`src/rtl/inst_loader_pkg.sv`:
```
// inst_loader_pkg: shared state encoding, frame geometry and error-bit layout for the boot loader.
package inst_loader_pkg;
   typedef enum logic [2:0] {LEN_LO, LEN_HI, DATA, CSUM, DONE, ERR} state_t;
   localparam int LEN_BYTES      = 2;
   localparam int BYTES_PER_WORD = 4;
   localparam int E_LEN          = 0;
   localparam int E_CSUM         = 1;
   localparam int E_TMO          = 2;
   localparam int ERR_W          = 3;
endpackage

```
`src/rtl/inst_loader_timer.sv`:
```
// inst_loader_timer: saturating idle counter; expired fires on the cycle whose edge completes TIMEOUT_CYC idle cycles.
module inst_loader_timer #(
   parameter int TIMEOUT_CYC = 50000
) (
   input  logic clk,
   input  logic rst,
   input  logic en,
   input  logic clr,
   output logic expired
);
   localparam int CW = $clog2(TIMEOUT_CYC + 1);
   logic [CW-1:0] cnt;
   always_ff @(posedge clk)
      if (rst || clr || !en) cnt <= '0;
      else if (cnt != CW'(TIMEOUT_CYC)) cnt <= cnt + CW'(1);
   assign expired = en && !clr && cnt >= CW'(TIMEOUT_CYC - 1);
endmodule

```
`src/rtl/inst_loader.sv`:
```
// inst_loader: boot-time InstCatch writer; loads a length-framed, XOR-checked image and holds the core in reset until it verifies.
module inst_loader
   import inst_loader_pkg::*;
#(
   parameter int ADDR_W      = 10,
   parameter int TIMEOUT_CYC = 50000
) (
   input  logic              clk,
   input  logic              rst,
   input  logic              s_valid,
   input  logic [7:0]        s_data,
   output logic              s_ready,
   input  logic              reload,
   output logic              ic_wren,
   output logic [ADDR_W-1:0] ic_wraddr,
   output logic [31:0]       ic_wrdata,
   output logic              core_rst,
   output logic              busy,
   output logic              done,
   output logic              err_len,
   output logic              err_csum,
   output logic              err_timeout
);
   localparam logic [16:0] MAX_N = 17'(1) << ADDR_W;
   state_t            state, state_n;
   logic [ERR_W-1:0]  err, err_n;
   logic [7:0]        len_lo, xsum;
   logic [15:0]       n;
   logic [ADDR_W-1:0] widx, last;
   logic [1:0]        lane;
   logic [23:0]       acc;
   logic              hs, expired, word_end, rearm;
   logic              s_ready_n, busy_n, done_n, core_rst_n;

   assign hs          = s_valid && s_ready;
   assign n           = {s_data, len_lo};
   assign word_end    = state == DATA && hs && lane == 2'(BYTES_PER_WORD - 1);
   assign rearm       = (state == DONE || state == ERR) && reload;
   assign err_len     = err[E_LEN];
   assign err_csum    = err[E_CSUM];
   assign err_timeout = err[E_TMO];

   inst_loader_timer #(.TIMEOUT_CYC(TIMEOUT_CYC)) u_timer (
      .clk(clk), .rst(rst), .en(busy), .clr(hs), .expired(expired)
   );

   always_ff @(posedge clk)
      if (rst) begin
         state    <= LEN_LO;
         err      <= '0;
         s_ready  <= 1'b1;
         busy     <= 1'b0;
         done     <= 1'b0;
         core_rst <= 1'b1;
      end else begin
         state    <= state_n;
         err      <= err_n;
         s_ready  <= s_ready_n;
         busy     <= busy_n;
         done     <= done_n;
         core_rst <= core_rst_n;
      end

   always_comb begin
      state_n = state;
      err_n   = err;
      case (state)
         LEN_LO: if (hs) state_n = LEN_HI;
         LEN_HI: if (hs) begin
            state_n      = (n == 16'd0 || {1'b0, n} > MAX_N) ? ERR : DATA;
            err_n[E_LEN] = state_n == ERR;
         end
         DATA:   if (word_end && widx == last) state_n = CSUM;
         CSUM:   if (hs) begin
            state_n       = s_data == xsum ? DONE : ERR;
            err_n[E_CSUM] = s_data != xsum;
         end
         DONE, ERR: if (reload) begin
            state_n = LEN_LO;
            err_n   = '0;
         end
         default: state_n = LEN_LO;
      endcase
      if (expired) begin
         state_n      = ERR;
         err_n[E_TMO] = 1'b1;
      end
   end

   always_comb begin
      s_ready_n  = state_n inside {LEN_LO, LEN_HI, DATA, CSUM};
      busy_n     = state_n inside {LEN_HI, DATA, CSUM};
      done_n     = state_n == DONE;
      core_rst_n = state_n != DONE;
   end

   // Lanes shift in from the top so the 4th byte completes a little-endian word.
   always_ff @(posedge clk)
      if (rst) begin
         ic_wren   <= 1'b0;
         ic_wraddr <= '0;
         ic_wrdata <= '0;
         len_lo    <= '0;
         xsum      <= '0;
         widx      <= '0;
         last      <= '0;
         lane      <= '0;
         acc       <= '0;
      end else begin
         ic_wren <= word_end;
         if (rearm) begin
            len_lo <= '0;
            xsum   <= '0;
            widx   <= '0;
            lane   <= '0;
         end
         if (hs && state != CSUM) xsum <= xsum ^ s_data;
         if (hs && state == LEN_LO) len_lo <= s_data;
         if (hs && state == LEN_HI) begin
            last <= ADDR_W'(n - 16'd1);
            widx <= '0;
            lane <= '0;
         end
         if (hs && state == DATA) begin
            lane <= lane + 2'd1;
            acc  <= {s_data, acc[23:8]};
         end
         if (word_end) begin
            ic_wraddr <= widx;
            ic_wrdata <= {s_data, acc};
            widx      <= widx + ADDR_W'(1);
         end
      end
endmodule
```
`config.mk`:
```
export PLATFORM = sky130hd
export DESIGN_NAME = inst_loader
export DESIGN_NICKNAME = d
export VERILOG_FILES = /design/src/rtl/inst_loader_pkg.sv /design/src/rtl/inst_loader_timer.sv /design/src/rtl/inst_loader.sv
export SDC_FILE = /design/constraint.sdc
export NUM_CORES = 1
export LEC_CHECK = 0
export ABC_AREA = 0
export CORE_MARGIN = 1.5
export CORE_UTILIZATION = 51
export DETAILED_ROUTE_END_ITERATION = 8
export PLACE_DENSITY = 0.76
export SETUP_SLACK_MARGIN = 0.02
export SYNTH_ARGS = -nofsm -noshare
export SYNTH_HDL_FRONTEND = slang
export SYNTH_SLANG_ARGS = --single-unit
```
`constraint.sdc`:
```
create_clock -name clk -period 2.2 [get_ports clk]
set_clock_uncertainty 0.2 [all_clocks]
set_input_delay 0.33 -clock clk [delete_from_list [all_inputs] [get_ports clk]]
set_output_delay 0.33 -clock clk [all_outputs]
set_load 0.05 [all_outputs]
```
After elaboration in Yosys (flattened, before gate mapping)
Cells that the tools add are included.

cells by class
  add/sub/neg operators = 4
  magnitude comparators = 2
  equality and inequality tests = 20
  muxes and demuxes = 25
  bitwise operators = 1
  reductions and logical operators = 33

operators by type and width
  operator                                                         count
  two-way mux 10 bit                                               3
  two-way mux 3 bit                                                8
  two-way mux 8 bit                                                3
  adder 16 x 1 -> 16 bit, second input constant                    1
  greater-or-equal comparator 16 bit, second input constant        1
  greater-than comparator 16 x 11 -> 1 bit, second input constant  1
  logical NOT 16 bit                                               1
  inequality test 16 bit, second input constant                    1
  case mux 3 bit (5 select lines)                                  1
  equality test 3 x 2 -> 1 bit, second input constant              4
  equality test 3 bit, second input constant                       4
  nonzero test 2 bit                                               6
  adder 10 x 1 -> 10 bit, second input constant                    1
  equality test 10 bit                                             1
  logical AND 1 bit                                                10
  subtractor 10 x 1 -> 10 bit, second input constant               1
  nonzero test 3 bit                                               3
  equality test 8 bit                                              1
  inequality test 8 bit                                            1
  bitwise XOR 8 bit                                                1
  equality test 3 x 1 -> 1 bit, second input constant              2
  logical NOT 3 bit                                                2
  two-way mux 2 bit                                                3
  inequality test 2 bit, second input constant                     3
  other kinds (12)                                                 22

word-level totals
  register bits = 131
  bits of input ports = 12
  logic and storage cells = 103

Logic depth before layout (Yosys ltp)
Gate-level depths: netlist of the first run.

  depth after elaboration = 9
  gate-level depth with buffers = 8
  gate-level depth less buffers = 7

Modules after synthesis
A second synthesis of the first run with hierarchy kept.

unflattened totals
  cell total of the unflattened synthesis = 701
  area total of the unflattened synthesis = 5,611.6 µm²

modules (own cells, without submodules)
  module             times used  cells each  area an instance (µm²)  seq. area each (µm²)
  inst_loader        1           599         4,729.5                 2,302.2
  inst_loader_timer  1           102         882.1                   320.3

Least setup slack after synthesis of the first run
OpenSTA, ideal clock, no wires.

  path kind = flip-flop to flip-flop
  start = reg s_ready
  end = reg busy
  setup time = 0.088 ns
  data arrival time = 2.035 ns
  path slack = -0.123 ns
  stages on the path, launching flop included = 5
  path through = dfxtp_1 > nand3_1 > or4_1 > a311o_1 > a311oi_2

on the way
  word-level cells in the longest chain between the ends = 9
  elaborated cells between the ends (all ways) = 17
  those cells by class = eq/ne: 3; mux: 6; reduce/logical: 8

ends and longest elaborated chain
  element                                                                              line               text
  start, declared                                                                      inst_loader.sv:12  output logic s_ready,
  start signal, assigned                                                               inst_loader.sv:58  s_ready <= s_ready_n;
  logical AND 1 bit (*)                                                                inst_loader.sv:35  assign hs = s_valid && s_ready;
  logical AND 1 bit (2 in series)                                                      inst_loader.sv:37  assign word_end = state == DATA && hs && lane == 2'(BYTES_PER_WORD - 1);
  logical AND 1 bit                                                                    inst_loader.sv:73  DATA: if (word_end && widx == last) state_n = CSUM;
  two-way mux 3 bit                                                                    inst_loader.sv:73
  case mux 3 bit (5 select lines)                                                      inst_loader.sv:67  case (state)
  two-way mux 3 bit (*)                                                                inst_loader.sv:84  if (expired) begin
  equality test 3 x 1 -> 1 bit / equality test 3 x 2 -> 1 bit (equally long branches)  inst_loader.sv:92  busy_n = state_n inside {LEN_HI, DATA, CSUM};
  nonzero test 3 bit (*)                                                               inst_loader.sv:92
  end signal, assigned                                                                 inst_loader.sv:59  busy <= busy_n;
  end, declared                                                                        inst_loader.sv:18  output logic busy,

Every way passes the cells marked *; elsewhere a longest branch is shown, timed or not.
A chain may end at the register's enable or synchronous reset.

Worst setup path in the final report of the first run
  start = reg u_timer.cnt[0]
  end = reg busy

on the way
  word-level cells in the longest chain between the ends = 5
  elaborated cells between the ends (all ways) = 7
  those cells by class = order compare: 1; eq/ne: 3; mux: 1; reduce/logical: 2

ends and longest elaborated chain
  element                                                                              line                     text
  start, declared                                                                      inst_loader_timer.sv:12  logic [CW-1:0] cnt;
  start signal, assigned                                                               inst_loader_timer.sv:15  else if (cnt != CW'(TIMEOUT_CYC)) cnt <= cnt + CW'(1);
  greater-or-equal comparator 16 bit (*)                                               inst_loader_timer.sv:16  assign expired = en && !clr && cnt >= CW'(TIMEOUT_CYC - 1);
  logical AND 1 bit (*)                                                                inst_loader_timer.sv:16
  two-way mux 3 bit (*)                                                                inst_loader.sv:84
  equality test 3 x 1 -> 1 bit / equality test 3 x 2 -> 1 bit (equally long branches)  inst_loader.sv:92
  nonzero test 3 bit (*)                                                               inst_loader.sv:92

Marks and branches as above.

==> summary.md, run 1 <==
| Metric | Value |
|---|---|
| DR iter-0 viols | `233` |
| Vias | `5,126` |
| Hold Crit Start | `acc[1]$_SDFFE_PP0P_` |
| Ys flop type | `dfxtp_1` |
| Hold WC Path Type | `reg -> reg` |
| DP HPWL | `9417 microns` |
| RR Startpoint | `u_timer.cnt[0]$_SDFFE_PP0P_` |
| First-pass DRT Iterations | `5` |
| Seq/Total Area, Yosys | `46.78%` |
| Setup slack, reg-to-reg | `40 ps` |
| Antenna Diode Count | `0` |
| Fin crit share | `98.25%` |
| Final instance area | `7198 sq um` |
| Bufs on Longest Clock Path | `2` |
| CP startpoint kind | `flip-flop` |
| VDD IR max | `0.4925 mV` |
| Vias in the first global route | `4,798` |
| Required time of the critical path | `2430 ps` |
| WHS Path Cells | `2` |
| Post-Layout Cell Count | `926` |
| Pwr Density | `843.4 nW/um^2` |
| Clock transition at path regs | `60 ps` |
| Count of final setup violators | `0` |
| TritonCTS clock tree | `built` |
| Post-Route WL | `14,010 microns` |
| Number of synthesized flops with an enable pin | `0` |
| Clock root buffer | `clkbuf_8` |
| Top achievable clock speed | `462.7 MHz` |
| Hold EP | `ic_wrdata[1]$_SDFFE_PP0P_` |
| Hold_ws | `249.0 ps` |
| # IOs | `62` |
| Num CTS Buffers | `17` |
| Mapped Area | `5607 sq um` |
| First-pass GRT wire length | `22,710 microns` |
| Gr usage total | `25.07%` |
| DRC Markers | `0` |
| Area post-placement | `6551 sq um` |
| Die Area | `11,630 sq um` |
| CP Class | `reg -> reg` |
| Slew margin rel. | `65.06%` |
| Area leader, netlist | `dfxtp_1` |
| Initial antenna violation count | `0` |
| Final hold vios | `0` |
| Worst-Skew Late Latency | `530 ps` |
| Period minus WS final | `2161 ps` |
| Core area | `10,790 sq um` |
| Leakage | `2.745 nW` |
| Run status | `finished, final reports clean` |
| Largest net degree at the start of global routing | `62` |
| Max Cap Viol | `0` |
| Tightest Pin Transition | `526.2 ps` |
| Slew Limit Fails | `0` |
| Commonest cells in the netlist | `nand2_1 (159), dfxtp_1 (131), a21oi_1 (98)` |
| # rows | `38` |
| Vias per cell | `5.536` |
| Sink Count | `131` |
| Cells after DPL | `892` |
| Yosys cell types | `59` |
| Die height | `107.9 microns` |
| CP max FO | `4` |
| WP data arrival | `2400 ps` |
| Ys async rst share | `0%` |
| Setup crit end kind | `flip-flop` |
| Initial Util | `51.95%` |
| Top cells by area, synth | `dfxtp_1 (47%), nand2_1 (11%), a21oi_1 (8.7%)` |
| PortBufs | `61` |
| # H-tree levels | `4` |
| DR WL/cell | `15.13 microns` |
| Reg2reg end | `busy$_SDFF_PP0_` |
| Post-route ant nets | `0` |
| Mean Syn Cell Area | `8.137 sq um` |
| Most instantiated library cell after synthesis | `nand2_1` |
| Ys Warns | `0` |
| Cells after synthesis | `689` |
| Grt ovf | `0` |
| Die width | `107.9 microns` |
| Synthesized Nets | `707` |
| Area share of the largest cell type after synthesis | `46.78%` |
| Final Wtd Congestion | `0.9032` |
| Final net count | `792` |
| FF-to-FF path depth | `7` |
| Layout cells sized above 1 | `13.10%` |
| Area Growth Syn to Fin | `28.39%` |
| Synthesized flop and latch total | `131` |
state kept, by name (all words and copies together) (netlist names), 2 cells and up:
signal and flops:
ic_wrdata 32, xsum 8, last 10, lane 2, widx 10, ic_wraddr 10
len_lo 8, err 3, u_timer.cnt 16, acc 24, state 3
routing by layer:
layer	up-vias	global-route usage [%]	wire length [microns]
li1	2502	-	-
met1	2447	30.49	6075
met2	148	42.08	7007
met3	29	5.569	575
met4	0	11.75	348
met5	-	0	0
kinds of logic (layout without fill, tap and decap cells):
logic type | count (synthesis) | in the layout | share of synthesized area (%)
AND/OR/NAND/NOR | 319 | 319 | 26.42
AO/OA/AOI/OAI | 140 | 140 | 14.39
flip-flops | 131 | 131 | 46.78
buffers and inverters | 55 | 152 | 5.088
XOR/XNOR | 36 | 36 | 5.624
adder cells (fa/ha/maj) | 6 | 6 | 1.339
multiplexers | 2 | 2 | 0.3571
power breakdown:
group | internal [W] | leakage, nW | switching (W)
Combinational | 0.000258 | 1.38 | 0.000341
Sequential | 0.00244 | 1.06 | 0.0000560
Clock | 0.00195 | 0.305 | 0.00103
critical path, cell delays in order (launching register included):
cell,delay (ps)
dfxtp_1,340
ha_1,220
and3_1,220
o31ai_4,290
a221oi_2,120
buf_4,160
a311o_1,310
a311oi_2,210
area by class of cell:
type                            instances  area (sq um)
Timing Repair Buffer                  110         957.2
Clock buffer                           18         417.9
Clock inverter                         13         207.7
Tap cell                              140         175.2
Fill cell                             846          3595
Multi-Input combinational cell        503          2774
Sequential cell                       131          2625
Inverter                               11         41.29
stage by stage:
stage / total power, W / worst slack [ps] / util [%] / TNS (ps)
after CTS: 0.006085 / 30.78 / 66.24 / 0
after global placement: 0.003102 / -445.1 / 60.70 / -2211
final: 0.006071 / 38.57 / 66.69 / 0
after detailed placement: 0.003123 / -560.0 / 60.70 / -3846
after global routing: 0.006290 / -30.18 / 66.69 / -30.18
after floorplan: 0.002941 / 52.12 / - / 0
how the worst max path moves through the flow:
stage | slack (ps) | endpoint | from | cells after the start
final | 40 | busy$_SDFF_PP0_ | u_timer.cnt[0]$_SDFFE_PP0P_ | 7
after CTS | 30 | busy$_SDFF_PP0_ | u_timer.cnt[0]$_SDFFE_PP0P_ | 7
after global routing | -30 | busy$_SDFF_PP0_ | u_timer.cnt[0]$_SDFFE_PP0P_ | 7
after detailed placement | -560 | busy$_SDFF_PP0_ | s_data[3] | 6
after global placement | -450 | busy$_SDFF_PP0_ | s_data[3] | 6
after floorplan | 50 | busy$_SDFF_PP0_ | s_data[5] | 6
repair_timing:
item                                    CTS  global route
endpoints found under the setup margin   53             5
resized for setup                        53             6
hold endpoints to repair                 18             0
hold buffers                              1             0
buffers inserted                          1             1
pin swaps                                 2             3
cell usage in the layout (no fill, tap or decap), drive strengths merged, types with 2 or more instances in the layout:
cell type,n
clkinv,6
dfxtp,131
bufinv,5
nand2,160
clkbuf,18
o21ai,12
nor4,8
and2,4
or2,2
and3,4
dlygate4sd2,49
nand3b,12
nor3b,3
nand4,10
mux2i,2
ha,6
o211ai,4
a21oi,98
inv,12
nand3,11
a31oi,2
nor2b,7
xor2,11
a211oi,11
nor3,15
buf,49
nor2,66
clkdlybuf4s50,10
nand2b,5
o311ai,3
or4,3
or3,4
xnor2,25
Power figures use the tool's default switching activity.
==> run 2: changes to the inputs <==
--- a/config.mk
+++ b/config.mk
@@ -10,7 +10,7 @@
 export CORE_UTILIZATION = 51
 export DETAILED_ROUTE_END_ITERATION = 8
 export PLACE_DENSITY = 0.76
-export SETUP_SLACK_MARGIN = 0.02
 export SYNTH_ARGS = -nofsm -noshare
 export SYNTH_HDL_FRONTEND = slang
+export SYNTH_HIERARCHICAL = 1
 export SYNTH_SLANG_ARGS = --single-unit
==> summary.md, run 2 <==
| Metric | Value |
|---|---|
| FF-to-FF path depth | `5 (-2)` |
| Ys Warns | `6 (+6)` |
| Layout cells sized above 1 | `16.30% (+3.2 points)` |
| TritonCTS clock tree | `built` |
| Most instantiated library cell after synthesis | `nand2_1` |
| Biggest regs | `ic_wrdata x32, acc x24, u_timer/cnt x16` |
| # H-tree levels | `4 (unchanged)` |
| Slew margin rel. | `64.55% (-0.50 points)` |
| Vias in the first global route | `5,024 (+4.7%)` |
| Clock transition at path regs | `60 ps (about the same)` |
| DP HPWL | `9860 microns (+4.7%)` |
| CP Class | `reg -> reg` |
| Commonest cells after routing, fill and taps aside | `nand2_1 (166), dfxtp_1 (127), a21oi_1 (92)` |
| Seq pwr share | `42.1% (+1.0 points)` |
| DRC Markers | `0 (unchanged)` |
| PortBufs | `61 (unchanged)` |
| Antenna Diode Count | `0 (unchanged)` |
| Hold Crit Start | `ic_wrdata[11]$_SDFFE_PP0P_` |
| Gr usage total | `25.57% (+0.51 points)` |
| Grt ovf | `0 (unchanged)` |
| RR Startpoint | `len_lo[7]$_SDFFE_PP0P_` |
| Setup crit end kind | `flip-flop` |
| Largest reg by FF count | `ic_wrdata` |
| First-pass DRT Iterations | `5 (unchanged)` |
| Synthesized flop and latch total | `131 (unchanged)` |
| Final instance area | `7490 sq um (+4.1%)` |
| Tightest Pin Transition | `533.8 ps (+7.576 ps)` |
| DR WL/cell | `15.46 microns (+2.2%)` |
| Cells after DPL | `922 (+3.4%)` |
| Post-layout util | `69.39% (+2.7 points)` |
| Num CTS Buffers | `17 (unchanged)` |
| Synthesized Nets | `719 (+1.7%)` |
| Vias | `5,402 (+5.4%)` |
| Clock root buffer | `clkbuf_8` |
| Commonest cells in the netlist | `nand2_1 (166), dfxtp_1 (131), a21oi_1 (94)` |
| Mean Syn Cell Area | `8.005 sq um (-1.6%)` |
| Pint | `0.004418 W (-4.8%)` |
| Final Wtd Congestion | `0.8792 (-2.7%)` |
| Run status | `complete, but fails checks` |
| WP data arrival | `2520 ps (+120 ps)` |
| Combinational share of power | `9.0% (-0.9 points)` |
| Commonest non-fill, non-tap cell in the layout | `nand2_1` |
| Hold EP | `ic_wrdata[11]$_SDFFE_PP0P_` |
| Hold_ws | `250.9 ps (+1.898 ps)` |
| CP startpoint kind | `flip-flop` |
| Ys async rst share | `0% (unchanged)` |
| Initial Util | `51.99% (about the same)` |
| Reg2reg end | `busy$_SDFF_PP0_` |
| DR iter-0 viols | `281 (+21%)` |
| Cells after synthesis | `701 (+1.7%)` |
| Sw power | `0.001423 W (-0.33%)` |
| Area share of the largest cell type after synthesis | `46.73% (about the same)` |
| Ys flop type | `dfxtp_1` |
| Final hold vios | `0 (unchanged)` |
| Final net count | `821 (+3.7%)` |
| Mapped Area | `5612 sq um (about the same)` |
| Bufs on Longest Clock Path | `2 (unchanged)` |
| Max Cap Viol | `0 (unchanged)` |
| Sink Count | `131 (unchanged)` |
| Yosys cell types | `50 (-15%)` |
| Initial antenna violation count | `0 (unchanged)` |
| Period minus WS final | `2342 ps (+180.5 ps)` |
| Post-Route WL | `14,780 microns (+5.5%)` |
| Die Area | `11,640 sq um (about the same)` |
| Required time of the critical path | `2380 ps (-50 ps)` |
| WHS Path Cells | `2 (unchanged)` |
| Die width | `107.9 microns (about the same)` |
| Setup WS pre-CTS | `-616.4 ps (-56.33 ps)` |
| Count of final setup violators | `4 (+4)` |
| Number of synthesized flops with an enable pin | `0 (unchanged)` |
| Sw Share | `24.36% (+0.84 points)` |
| Top cells by area, synth | `dfxtp_1 (47%), nand2_1 (11%), a21oi_1 (8.4%)` |
| Area post-placement | `6761 sq um (+3.2%)` |
| Final worst slack | `-141.9 ps (-180.5 ps)` |
| VDD IR max | `0.5216 mV (+5.9%)` |
| Pwr Density | `780.0 nW/um^2 (-7.5%)` |
| Clock power share | `48.9% (-0.2 points)` |
| Vias per cell | `5.651 (+2.1%)` |
| Core area | `10,790 sq um (unchanged)` |
| Failing checks | `setup timing` |
| Fin crit share | `106.5% (+8.2 points)` |
| Hold WC Path Type | `reg -> reg` |
| Slew Limit Fails | `0 (unchanged)` |
| Leakage | `2.982 nW (+8.6%)` |
| Unrepaired setup endpoints after global routing | `yes` |
| Top achievable clock speed | `427.0 MHz (-7.7%)` |
| # rows | `38 (unchanged)` |
| Setup slack, reg-to-reg | `-140 ps (-180 ps)` |
| Area Growth Syn to Fin | `33.47%` |
| Largest net degree at the start of global routing | `83 (+34%)` |
| Die height | `107.9 microns (about the same)` |
| Setup crit start | `len_lo[7]$_SDFFE_PP0P_` |
| First-pass GRT wire length | `23,400 microns (+3.0%)` |
| Post-Layout Cell Count | `956 (+3.2%)` |
| # IOs | `62 (unchanged)` |
| Post-route ant nets | `0 (unchanged)` |
| Worst-Skew Late Latency | `530 ps (about the same)` |
| Seq/Total Area, Yosys | `46.73% (about the same)` |
| Area leader, netlist | `dfxtp_1` |
| Max reg flops | `32 (unchanged)` |
| CP max FO | `3 (-1)` |
## run 2: cell types whose count changed in the layout (fill, tap and decap cells not counted), moves of 8 or more
cell     change
a31oi_1      +9
nor2_1      -11
o21ai_1     -11
nor3_1       -8
buf_4       +12
o21ai_0     +14
xnor2_1     -10
## run 2: final cells by class
type	instances	area (sq um)
inverters	18	67.56
fillers	807	3303
clock inverters	14	175.2
flip-flops and latches	131	2628
well taps	140	175.2
repair buffers	127	1154
clock buffers	18	427.9
multi-input cells	508	2863
## run 2: through the flow
stage                     power [W]  setup TNS (ps)
after detailed placement   0.003001           -9733
after CTS                  0.005843          -231.3
after global routing       0.006027          -585.2
final                      0.005842          -411.0
after global placement     0.002988           -7796
after floorplan            0.002814          -316.1
## run 2: critical path, stage by stage, from the launching register on
cell,delay (ps)
dfxtp_2,320
or4_4,550
o31a_1,310
or4_4,460
a32oi_4,230
a311oi_2,140
## run 2: cell families after synthesis
kind of cell / after synthesis / share of synthesized area, %
XOR/XNOR: 22 / 3.434
AND/OR/NAND/NOR: 320 / 26.76
adder cells (fa/ha/maj): 6 / 1.338
multiplexers: 9 / 1.672
flip-flops: 131 / 46.73
buffers and inverters: 62 / 4.637
AO/OA/AOI/OAI: 151 / 15.43
## run 2: layer usage
layer  GRT usage (%)  vias to the layer above  routed length [microns]
met2           45.00                      177                     7648
li1                -                     2593                        -
met1           30.15                     2597                     6029
met4           10.53                        0                      337
met3           5.387                       35                      764
met5               0                        -                        0
## run 2: power by group through the flow
stage	Clock, W	Combinational (W)	Sequential (W)
2_1_floorplan	0	0.000285	0.00253
3_3_place_gp	0	0.000484	0.00250
3_5_place_dp	0	0.000495	0.00251
4_1_cts	0.00289	0.000502	0.00246
5_1_grt	0.00300	0.000568	0.00246
6_report	0.00286	0.000528	0.00246
## run 2: worst max path at each step
| stage | end | slack [ps] | cells after the start |
|---|---|---|---|
| 2_1_floorplan | done$_SDFF_PP0_ | -110 | 6 |
| 3_3_place_gp | done$_SDFF_PP0_ | -530 | 6 |
| 3_5_place_dp | busy$_SDFF_PP0_ | -620 | 7 |
| 4_1_cts | busy$_SDFF_PP0_ | -90 | 5 |
| 5_1_grt | busy$_SDFF_PP0_ | -180 | 6 |
| 6_report | busy$_SDFF_PP0_ | -140 | 5 |
## run 2: repair_timing
item                                    in CTS  in global routing
hold buffers                                 1                  0
pin swaps                                    1                  8
resized for setup                           48                 30
endpoints found under the setup margin      48                 21
setup buffers                                1                  0
endpoints found under the hold margin       12                  0
==> run 3: changes to the inputs <==
--- a/config.mk
+++ b/config.mk
@@ -7,9 +7,9 @@
 export LEC_CHECK = 0
 export ABC_AREA = 0
 export CORE_MARGIN = 1.5
-export CORE_UTILIZATION = 51
+export CORE_UTILIZATION = 50
 export DETAILED_ROUTE_END_ITERATION = 8
-export PLACE_DENSITY = 0.76
+export PLACE_DENSITY = 0.72
 export SYNTH_ARGS = -nofsm -noshare
 export SYNTH_HDL_FRONTEND = slang
 export SYNTH_HIERARCHICAL = 1
==> constraint.sdc (replaced) <==
create_clock -name clk -period 2.7 [get_ports clk]
set_clock_uncertainty 0.2 [all_clocks]
set_input_delay 0.405 -clock clk [delete_from_list [all_inputs] [get_ports clk]]
set_output_delay 0.405 -clock clk [all_outputs]
set_load 0.05 [all_outputs]
==> summary.md, run 3 (synthesis results as in run 2) <==
| Metric | Value |
|---|---|
| Setup crit end kind | `flip-flop` |
| Sw power | `0.001076 W (-24%)` |
| Top achievable clock speed | `401.3 MHz (-6.0%)` |
| FF-to-FF path depth | `5 (unchanged)` |
| Die height | `108.9 microns (+0.97%)` |
| Initial Util | `51.54% (-0.45 points)` |
| Layout cells sized above 1 | `9.974% (-6.3 points)` |
| Sw Share | `22.68% (-1.7 points)` |
| Core area | `10,890 sq um (+0.88%)` |
| Number of gates resized after CTS | `0 (-100%)` |
| Post-cts hold buffer count | `0 (-1)` |
| Count of final setup violators | `0 (-4)` |
| Commonest cells after routing, fill and taps aside | `nand2_1 (166), dfxtp_1 (131), a21oi_1 (94)` |
| Combinational share of power | `7.9% (-1.1 points)` |
| Setup slack, reg-to-reg | `210 ps (+350 ps)` |
| Clock power share | `49.7% (+0.8 points)` |
| First-pass GRT wire length | `22,930 microns (-2.0%)` |
| Setup bufs post-CTS | `0 (-1)` |
| VDD IR max | `0.4359 mV (-16%)` |
| Num CTS Buffers | `17 (unchanged)` |
| DP HPWL | `9646 microns (-2.2%)` |
| TritonCTS clock tree | `built` |
| DR iter-0 viols | `277 (-1.4%)` |
| Worst-Skew Late Latency | `520 ps (about the same)` |
| Final net count | `787 (-4.1%)` |
| First-pass DRT Iterations | `5 (unchanged)` |
| Bufs on Longest Clock Path | `2 (unchanged)` |
| Slew margin rel. | `55.71% (-8.8 points)` |
| Period minus WS final | `2492 ps (+150.2 ps)` |
| Clock root buffer | `clkbuf_8` |
| RR Startpoint | `len_lo[7]$_SDFFE_PP0P_` |
| Commonest non-fill, non-tap cell in the layout | `nand2_1` |
| Unrepaired setup endpoints after global routing | `no` |
| CP max FO | `4 (+1)` |
| Max reg flops | `32 (unchanged)` |
| Largest reg by FF count | `ic_wrdata` |
| PortBufs | `61 (unchanged)` |
| DR WL/cell | `15.13 microns (-2.1%)` |
| WP data arrival | `2750 ps (+230 ps)` |
| # IOs | `62 (unchanged)` |
| Final hold vios | `0 (unchanged)` |
| Reg2reg end | `done$_SDFF_PP0_` |
| WHS Path Cells | `2 (unchanged)` |
| Slew Limit Fails | `0 (unchanged)` |
| Gr usage total | `24.94% (-0.64 points)` |
| Setup TNS | `0 ps (+411.0 ps)` |
| Vias | `5,070 (-6.1%)` |
| Post-Route WL | `13,950 microns (-5.6%)` |
| Run status | `finished, final reports clean` |
| Grt ovf | `0 (unchanged)` |
| Setup crit start | `len_lo[7]$_SDFFE_PP0P_` |
| Hold WC Path Type | `in -> reg` |
| Tightest Pin Transition | `659.3 ps (+125.5 ps)` |
| Biggest regs | `ic_wrdata x32, acc x24, u_timer/cnt x16` |
| CP startpoint kind | `flip-flop` |
| CP Class | `reg -> reg` |
| Post-route ant nets | `0 (unchanged)` |
| Largest net degree at the start of global routing | `41 (-51%)` |
| Die width | `108.9 microns (+0.97%)` |
| Worst Setup EP | `done$_SDFF_PP0_` |
| Leakage | `2.425 nW (-19%)` |
| Initial antenna violation count | `0 (unchanged)` |
| Antenna Diode Count | `0 (unchanged)` |
| Seq pwr share | `42.4% (+0.3 points)` |
| Fin crit share | `92.30% (-14 points)` |
| Max Cap Viol | `0 (unchanged)` |
| Final Wtd Congestion | `0.9249 (+5.2%)` |
| Area Growth Syn to Fin | `25.91%` |
| # rows | `38 (unchanged)` |
| DRC Markers | `0 (unchanged)` |
| Pwr Density | `671.2 nW/um^2 (-14%)` |
| # H-tree levels | `4 (unchanged)` |
| Die Area | `11,870 sq um (+1.9%)` |
| Clock transition at path regs | `60 ps (about the same)` |
| Pint | `0.003667 W (-17%)` |
| Post-layout util | `64.89% (-4.5 points)` |
| Vias per cell | `5.499 (-2.7%)` |
| Required time of the critical path | `2960 ps (+580 ps)` |
| Sink Count | `131 (unchanged)` |
| Filler Cell Count | `964 (+19%)` |
| Vias in the first global route | `4,783 (-4.8%)` |
[run 3: worst min path at each step]
stage	startpoint	slack, ps	end
after CTS	rst	70	len_lo[7]$_SDFFE_PP0P_
after floorplan	acc[0]$_SDFFE_PP0P_	230	ic_wrdata[0]$_SDFFE_PP0P_
after detailed placement	ic_wrdata[10]$_SDFFE_PP0P_	250	ic_wrdata[10]$_SDFFE_PP0P_
after global placement	ic_wrdata[11]$_SDFFE_PP0P_	250	ic_wrdata[11]$_SDFFE_PP0P_
final	rst	90	len_lo[7]$_SDFFE_PP0P_
after global routing	rst	90	len_lo[3]$_SDFFE_PP0P_
[run 3: layout make-up]
class	count	area, sq um	area share, %
Inverter	18	67.56	0.9563
Clock buffer	22	452.9	6.410
Timing Repair Buffer	93	848.3	12.01
Multi-Input combinational cell	508	2744	38.83
Tap cell	140	175.2	2.479
Sequential cell	131	2623	37.12
Clock inverter	10	155.1	2.196
[run 3: layer usage]
metal	GRT usage, %	up-vias	part of all wire [%]
met1	30.22	2393	45
met3	5.559	27	3.7
met2	42.32	117	49
met5	0	-	0
met4	10.81	0	2.0
li1	-	2533	-
[run 3: worst max-delay path: stages (launching register included)]
cell and delay [ps]:
dfxtp_1 350, or4_4 580, o31a_1 320, or4_4 500
a32oi_2 260, and4_1 220
[run 3: power by group through the flow]
stage               Combinational, W  Sequential (W)  Clock (W)
CTS                         0.000371         0.00201    0.00240
global placement            0.000361         0.00205          0
detailed placement          0.000366         0.00205          0
finish                      0.000373         0.00201    0.00236
floorplan                   0.000231         0.00206          0
global route                0.000407         0.00202    0.00248
[run 3: stage by stage]
step	setup WS, ps	hold WS [ps]	power [W]	instances	cell area (sq um)
floorplan	232.0	232.2	0.002292	701	5612
global placement	-226.8	245.2	0.002412	890	6457
detailed placement	-251.8	248.7	0.002420	890	6457
CTS	227.7	66.51	0.004779	922	7066
global route	106.7	94.72	0.004905	922	7066
finish	207.9	91.49	0.004742	922	7066
